<file path="src/rtl/spi_wr_seq.sv">
// Streams a host-loaded table of 32-bit words to the SPI master over AXI-Stream. First word 1 cycle after start, then back-to-back.
// Holds tvalid/tdata under tready backpressure, then waits for wr_data_num to confirm all words (or times out).
module spi_wr_seq #(
  parameter int DEPTH          = 16,
  parameter int ADDR_W         = 4,
  parameter int TIMEOUT_CYCLES = 1_000_000
) (
  input  logic              clk,
  input  logic              rst_n,
  input  logic              load_we,
  input  logic [ADDR_W-1:0] load_addr,
  input  logic [31:0]       load_data,
  input  logic              start,
  input  logic [ADDR_W:0]   seq_len,
  output logic              busy,
  output logic              done,
  output logic              err,
  output logic [ADDR_W:0]   sent_cnt,
  output logic [31:0]       m_axis_tdata,
  output logic              m_axis_tvalid,
  input  logic              m_axis_tready,
  input  logic [15:0]       wr_data_num
);
  typedef enum logic [1:0] {IDLE, SEND, WAIT_TX, DONE} state_t;

  localparam logic [ADDR_W:0] DEPTH_L  = (ADDR_W+1)'(DEPTH);
  localparam logic [23:0]     TMO_LAST = 24'(TIMEOUT_CYCLES - 1);

  state_t            state_q, state_d;
  logic              busy_q, busy_d;
  logic              err_q, err_d;
  logic              tvalid_q, tvalid_d;
  logic [31:0]       tdata_q, tdata_d;
  logic [ADDR_W:0]   sent_q, sent_d;
  logic [ADDR_W:0]   len_q, len_d;
  logic [ADDR_W-1:0] idx_q, idx_d;
  logic [15:0]       base_q, base_d;
  logic [23:0]       timer_q, timer_d;
  logic [31:0]       tbl_q [DEPTH];

  logic        tbl_we, hs, last_word, len_ok;
  logic [31:0] first_word;
  logic [15:0] confirmed;

  assign tbl_we     = load_we && (state_q == IDLE);
  // A write to entry 0 in the start cycle must be seen by the first word.
  assign first_word = (tbl_we && (load_addr == '0)) ? load_data : tbl_q[0];
  assign hs         = tvalid_q && m_axis_tready;
  assign last_word  = ({1'b0, idx_q} == (len_q - (ADDR_W+1)'(1)));
  assign len_ok     = (seq_len != '0) && (seq_len <= DEPTH_L);
  assign confirmed  = wr_data_num - base_q;

  always_ff @(posedge clk) begin
    if (tbl_we) tbl_q[load_addr] <= load_data;
  end

  always_comb begin
    state_d  = state_q;
    busy_d   = busy_q;
    err_d    = err_q;
    tvalid_d = tvalid_q;
    tdata_d  = tdata_q;
    sent_d   = sent_q;
    len_d    = len_q;
    idx_d    = idx_q;
    base_d   = base_q;
    timer_d  = timer_q;
    case (state_q)
      IDLE: begin
        if (start) begin
          if (len_ok) begin
            state_d  = SEND;
            busy_d   = 1'b1;
            err_d    = 1'b0;
            len_d    = seq_len;
            base_d   = wr_data_num;
            idx_d    = '0;
            sent_d   = '0;
            tvalid_d = 1'b1;
            tdata_d  = first_word;
          end else begin
            state_d = DONE;
            err_d   = 1'b1;
          end
        end
      end
      SEND: begin
        if (hs) begin
          sent_d = sent_q + (ADDR_W+1)'(1);
          idx_d  = idx_q + ADDR_W'(1);
          if (last_word) begin
            tvalid_d = 1'b0;
            timer_d  = '0;
            state_d  = WAIT_TX;
          end else begin
            tdata_d = tbl_q[idx_q + ADDR_W'(1)];
          end
        end
      end
      WAIT_TX: begin
        if (confirmed == 16'(len_q)) begin
          state_d = DONE;
        end else if (timer_q == TMO_LAST) begin
          err_d   = 1'b1;
          state_d = DONE;
        end else begin
          timer_d = timer_q + 24'd1;
        end
      end
      DONE: begin
        busy_d  = 1'b0;
        state_d = IDLE;
      end
      default: state_d = IDLE;
    endcase
  end

  always_ff @(posedge clk or negedge rst_n) begin
    if (!rst_n) begin
      state_q  <= IDLE;
      busy_q   <= 1'b0;
      err_q    <= 1'b0;
      tvalid_q <= 1'b0;
      tdata_q  <= '0;
      sent_q   <= '0;
      len_q    <= '0;
      idx_q    <= '0;
      base_q   <= '0;
      timer_q  <= '0;
    end else begin
      state_q  <= state_d;
      busy_q   <= busy_d;
      err_q    <= err_d;
      tvalid_q <= tvalid_d;
      tdata_q  <= tdata_d;
      sent_q   <= sent_d;
      len_q    <= len_d;
      idx_q    <= idx_d;
      base_q   <= base_d;
      timer_q  <= timer_d;
    end
  end

  assign busy          = busy_q;
  assign done          = (state_q == DONE);
  assign err           = err_q;
  assign sent_cnt      = sent_q;
  assign m_axis_tdata  = tdata_q;
  assign m_axis_tvalid = tvalid_q;
endmodule

</file>
<file path="config.mk">
export PLATFORM = sky130hd
export DESIGN_NAME = spi_wr_seq
export DESIGN_NICKNAME = d
export VERILOG_FILES = /design/src/rtl/spi_wr_seq.sv
export SDC_FILE = /design/constraint.sdc
export NUM_CORES = 1
export LEC_CHECK = 0
export CAP_MARGIN = 20
export CORE_ASPECT_RATIO = 0.5
export CORE_MARGIN = 2
export CORE_UTILIZATION = 45
export DETAILED_ROUTE_END_ITERATION = 12
export MAX_ROUTING_LAYER = met4
export PLACE_DENSITY_LB_ADDON = 0.2
export SLEW_MARGIN = 10
export SYNTH_ARGS = -nofsm -noshare
export SYNTH_HDL_FRONTEND = slang
export SYNTH_SLANG_ARGS = --single-unit
</file>
<file path="constraint.sdc">
create_clock -name clk -period 8.95 [get_ports clk]
set_input_delay 2.685 -clock clk [delete_from_list [all_inputs] [get_ports clk]]
set_output_delay 2.685 -clock clk [all_outputs]
set_load 0.05 [all_outputs]
</file>
==> key figures <==
Run status
  • Status: finished, final reports clean

Pwr
  • Power Dens Cells: roughly 300 mW/mm^2
  • Switching pwr: 0.00278 W
  • Leak: between 9 and 10 nW
  • Internal Power: between 0.005 and 0.006 W
  • Sw frac: 0.318
  • Sequential share of power: 0.389
  • Clock power frac: 0.270
  • Max VDD drop: roughly 200 uV
  • Gate power share: 0.341

Clocking
  • Num Clock Sinks: ~600
  • CTS tree: yes
  • Clk buf depth: 3
  • Cts hold-fix bufs: 0
  • Clk slew on worst S/H paths: about 0.070 ns
  • Num CTS Buffers: 53
  • H-tree level count: 2
  • Post-CTS setup buffers: 0
  • CTS root buffer: clkbuf_16
  • Post-cts sizing count: 0
  • Clock Latency Late Sink: ~0.61 ns

Worst setup path
  • Setup crit end kind: register
  • R2R depth: 9
  • Worst r2r src: idx_q[0]
  • CP Launch Type: input port
  • CP Buf/Inv Count: 2
  • Crit path largest cell delay: around 0.69 ns
  • Maximum fanout along the worst path: 17
  • CP arrival: about 6.4 ns
  • R2r setup slk: slightly below 5 ns
  • Cell mode on critical path: o211ai_1
  • Top delay family on crit path: compound AO/OA/AOI/OAI gates
  • Crit Path Class: input port to register
  • CP max-delay cell: or3_1
  • FF-to-FF End: m_axis_tdata[5]
  • CP cell instances: clkdlybuf4s50_1 -> inv_1 -> ha_1 -> fa_1 -> and2b_4 -> o211ai_2 -> a31oi_1 -> a2111oi_0 -> o211ai_1 -> o211ai_1 -> or3_1 -> and2_0 -> a221o_1
  • Critical Path RT: between 9 and 10 ns

Logic synthesis
  • Synthesized area per cell: between 15 and 20 sq um
  • Post-Syn Area: 0.0254 sq mm
  • Main combinational cell family by area after synthesis: multiplexers
  • Unique masters post-synth: just over 70
  • Synth area leader: edfxtp_1
  • Compound-Gate Fraction of Synth Area: 0.0449
  • Post-synth top cells: edfxtp_1 (512), mux4_2 (160), nand2_1 (102), dfrtp_1 (91), o21ai_0 (62)
  • Async S/R FF share, synth: 0.151
  • Largest cells by area after synthesis: edfxtp_1 (61%), mux4_2 (14%), dfrtp_1 (9.0%)
  • Number of synthesized flops with an enable pin: 512
  • Synth top area share: 0.606
  • Mux contribution to synthesized area: 0.173
  • Flops & latches, synth: 603
  • Synth Instances: roughly 1400
  • Top-count cell post-synth: edfxtp_1
  • Post-synthesis sequential area ratio: 0.696
  • Post-synth top flop: edfxtp_1
  • Net Count, Synth: roughly 1500
  • XOR/XNOR share of the synthesized area: 0.00621
  • Post-Synth Adder-Cell Area: 0.0121
  • Simple-Gate Fraction of Synth Area: 0.0513
  • Yosys synthesis warning count: 0

Die
  • Die footprint: 0.0584 sq mm
  • Die W: 340 microns
  • Starting Density: 0.456
  • Boundary Pins: ~100
  • Die Ht: between 150 and 200 microns
  • Core footprint: ~0.056 sq mm
  • FP Rows: 61

GRT
  • GRT overflow: 0
  • Largest net degree at the start of global routing: 59
  • Total GRT Usage: 0.204
  • Initial antenna violation count: 0
  • Vias in the first global route: roughly 14000
  • First-pass GRT wire length: slightly below 90000 microns

Drt
  • Detail Route Antenna Nets: 0
  • Pre-antenna DRT Iters: 5
  • Total Wirelength: between 50000 and 60000 microns
  • DR WL/cell: 24.4 microns
  • Residual DRC: 0
  • Vias/cell: 5.86
  • Via count: about 14000
  • DR iter-0 viols: 1247

STA
  • Tmin final: just under 6 ns
  • Setup-failing EPs final: 0
  • Clock skew: about 0.018 ns
  • Period utilisation layout: 0.662
  • RSZ-0062 raised after global routing: false
  • Maximum clock frequency: ~170 MHz
  • Slew margin rel.: 0.271
  • Fin Hold WS: 0.506 ns
  • Max-slew violations: 0
  • Worst Tran Pin Value: roughly 1.1 ns
  • Final TNS setup: 0 ns
  • Final hold violation count: 0

Placement
  • Hpwl dp: 29700 microns
  • Placed Cells: approximately 2200
  • IO Port Bufs: approximately 100
  • RD Place Congestion: ~0.9

Hold path
  • Hold path endpoint: m_axis_tdata[27]
  • Worst hold stages: 1
  • Hold crit path type: register to register
  • Min-delay src: m_axis_tdata[27]

Flow run
  • Max_cap viols: 0

Finish
  • Nets@finish: 1619
  • Area Growth Syn to Fin: 15.4%
  • Share of cells above drive strength 1: 0.219
  • Antenna diode instance count: 0
  • Non-Filler Instances: 2332
worst max-delay path by stage:
stage,from,to,depth (start not counted)
final,wr_data_num[0],timer_q[23],13
after global routing,wr_data_num[0],timer_q[23],13
after CTS,wr_data_num[0],timer_q[23],13
after detailed placement,wr_data_num[0],timer_q[23],13
after global placement,wr_data_num[0],timer_q[23],13
after floorplan,load_we,tbl_q[4][0],4
layout by cell type, fill, tap and decap left out, types with 30 or more instances in the layout:
master	netlist	final
buf_4	0	34
clkbuf_16	0	53
clkdlybuf4s50_1	0	101
dfrtp_1	91	90
edfxtp_1	512	512
inv_1	31	31
mux2_2	36	36
mux2i_1	36	36
mux4_2	160	160
nand2_1	102	102
nor2_1	42	30
o21ai_0	62	62
cells by family after synthesis:
logic type | count (synthesis)
buffers and inverters | 108
AO/OA/AOI/OAI | 166
flip-flops | 603
AND/OR/NAND/NOR | 266
XOR/XNOR | 18
adder cells (fa/ha/maj) | 24
multiplexers | 233
state kept, by name, summed over array words and instances (netlist names), 2 cells and up:
signal        cells
idx_q             4
sent_cnt          5
tbl_q           512
base_q           16
m_axis_tdata     32
timer_q          24
len_q             5
state_q           2
layout make-up:
type	count	area (sq um)
clock inverters	37	427
fillers	4347	26400
well taps	756	946
clock buffers	61	1360
inverters	31	116
flip-flops and latches	603	17700
repair buffers	137	1320
multi-input cells	707	7450
per-layer routing:
layer,track usage,vias to the layer above,share of wire
li1,-,5962,-
met1,0.272,7246,0.43
met2,0.340,373,0.50
met3,0.0290,78,0.049
met4,0.0398,0,0.015
met5,-,-,0
worst register-to-register path: cells and delay by family, from the launching register on:
kind | cells | cell delay [ns]
buf+inv | 4 | 1.51
mux | 3 | 1.38
flops | 1 | 0.90
simple gates | 1 | 0.08
compound gates | 1 | 0.16
metrics by stage:
stage / power (W) / area, sq um / setup slack, ns / util
2_1_floorplan: 0.00564 / 25400 / 3.36 / -
3_3_place_gp: 0.00639 / 27400 / 2.65 / 0.493
3_5_place_dp: 0.00645 / 27400 / 2.49 / 0.493
4_1_cts: 0.00881 / 29200 / 3.11 / 0.525
5_1_grt: 0.00918 / 29300 / 2.87 / 0.526
6_report: 0.00875 / 29300 / 3.02 / 0.526
power by group through the flow:
stage | clock network [W] | registers (W) | logic (W)
2_1_floorplan | 0 | 0.00369 | 0.00195
3_3_place_gp | 0 | 0.00346 | 0.00293
3_5_place_dp | 0 | 0.00347 | 0.00297
4_1_cts | 0.00241 | 0.00341 | 0.00298
5_1_grt | 0.00253 | 0.00344 | 0.00320
6_report | 0.00236 | 0.00341 | 0.00298
(Power assumes the default switching activity.)
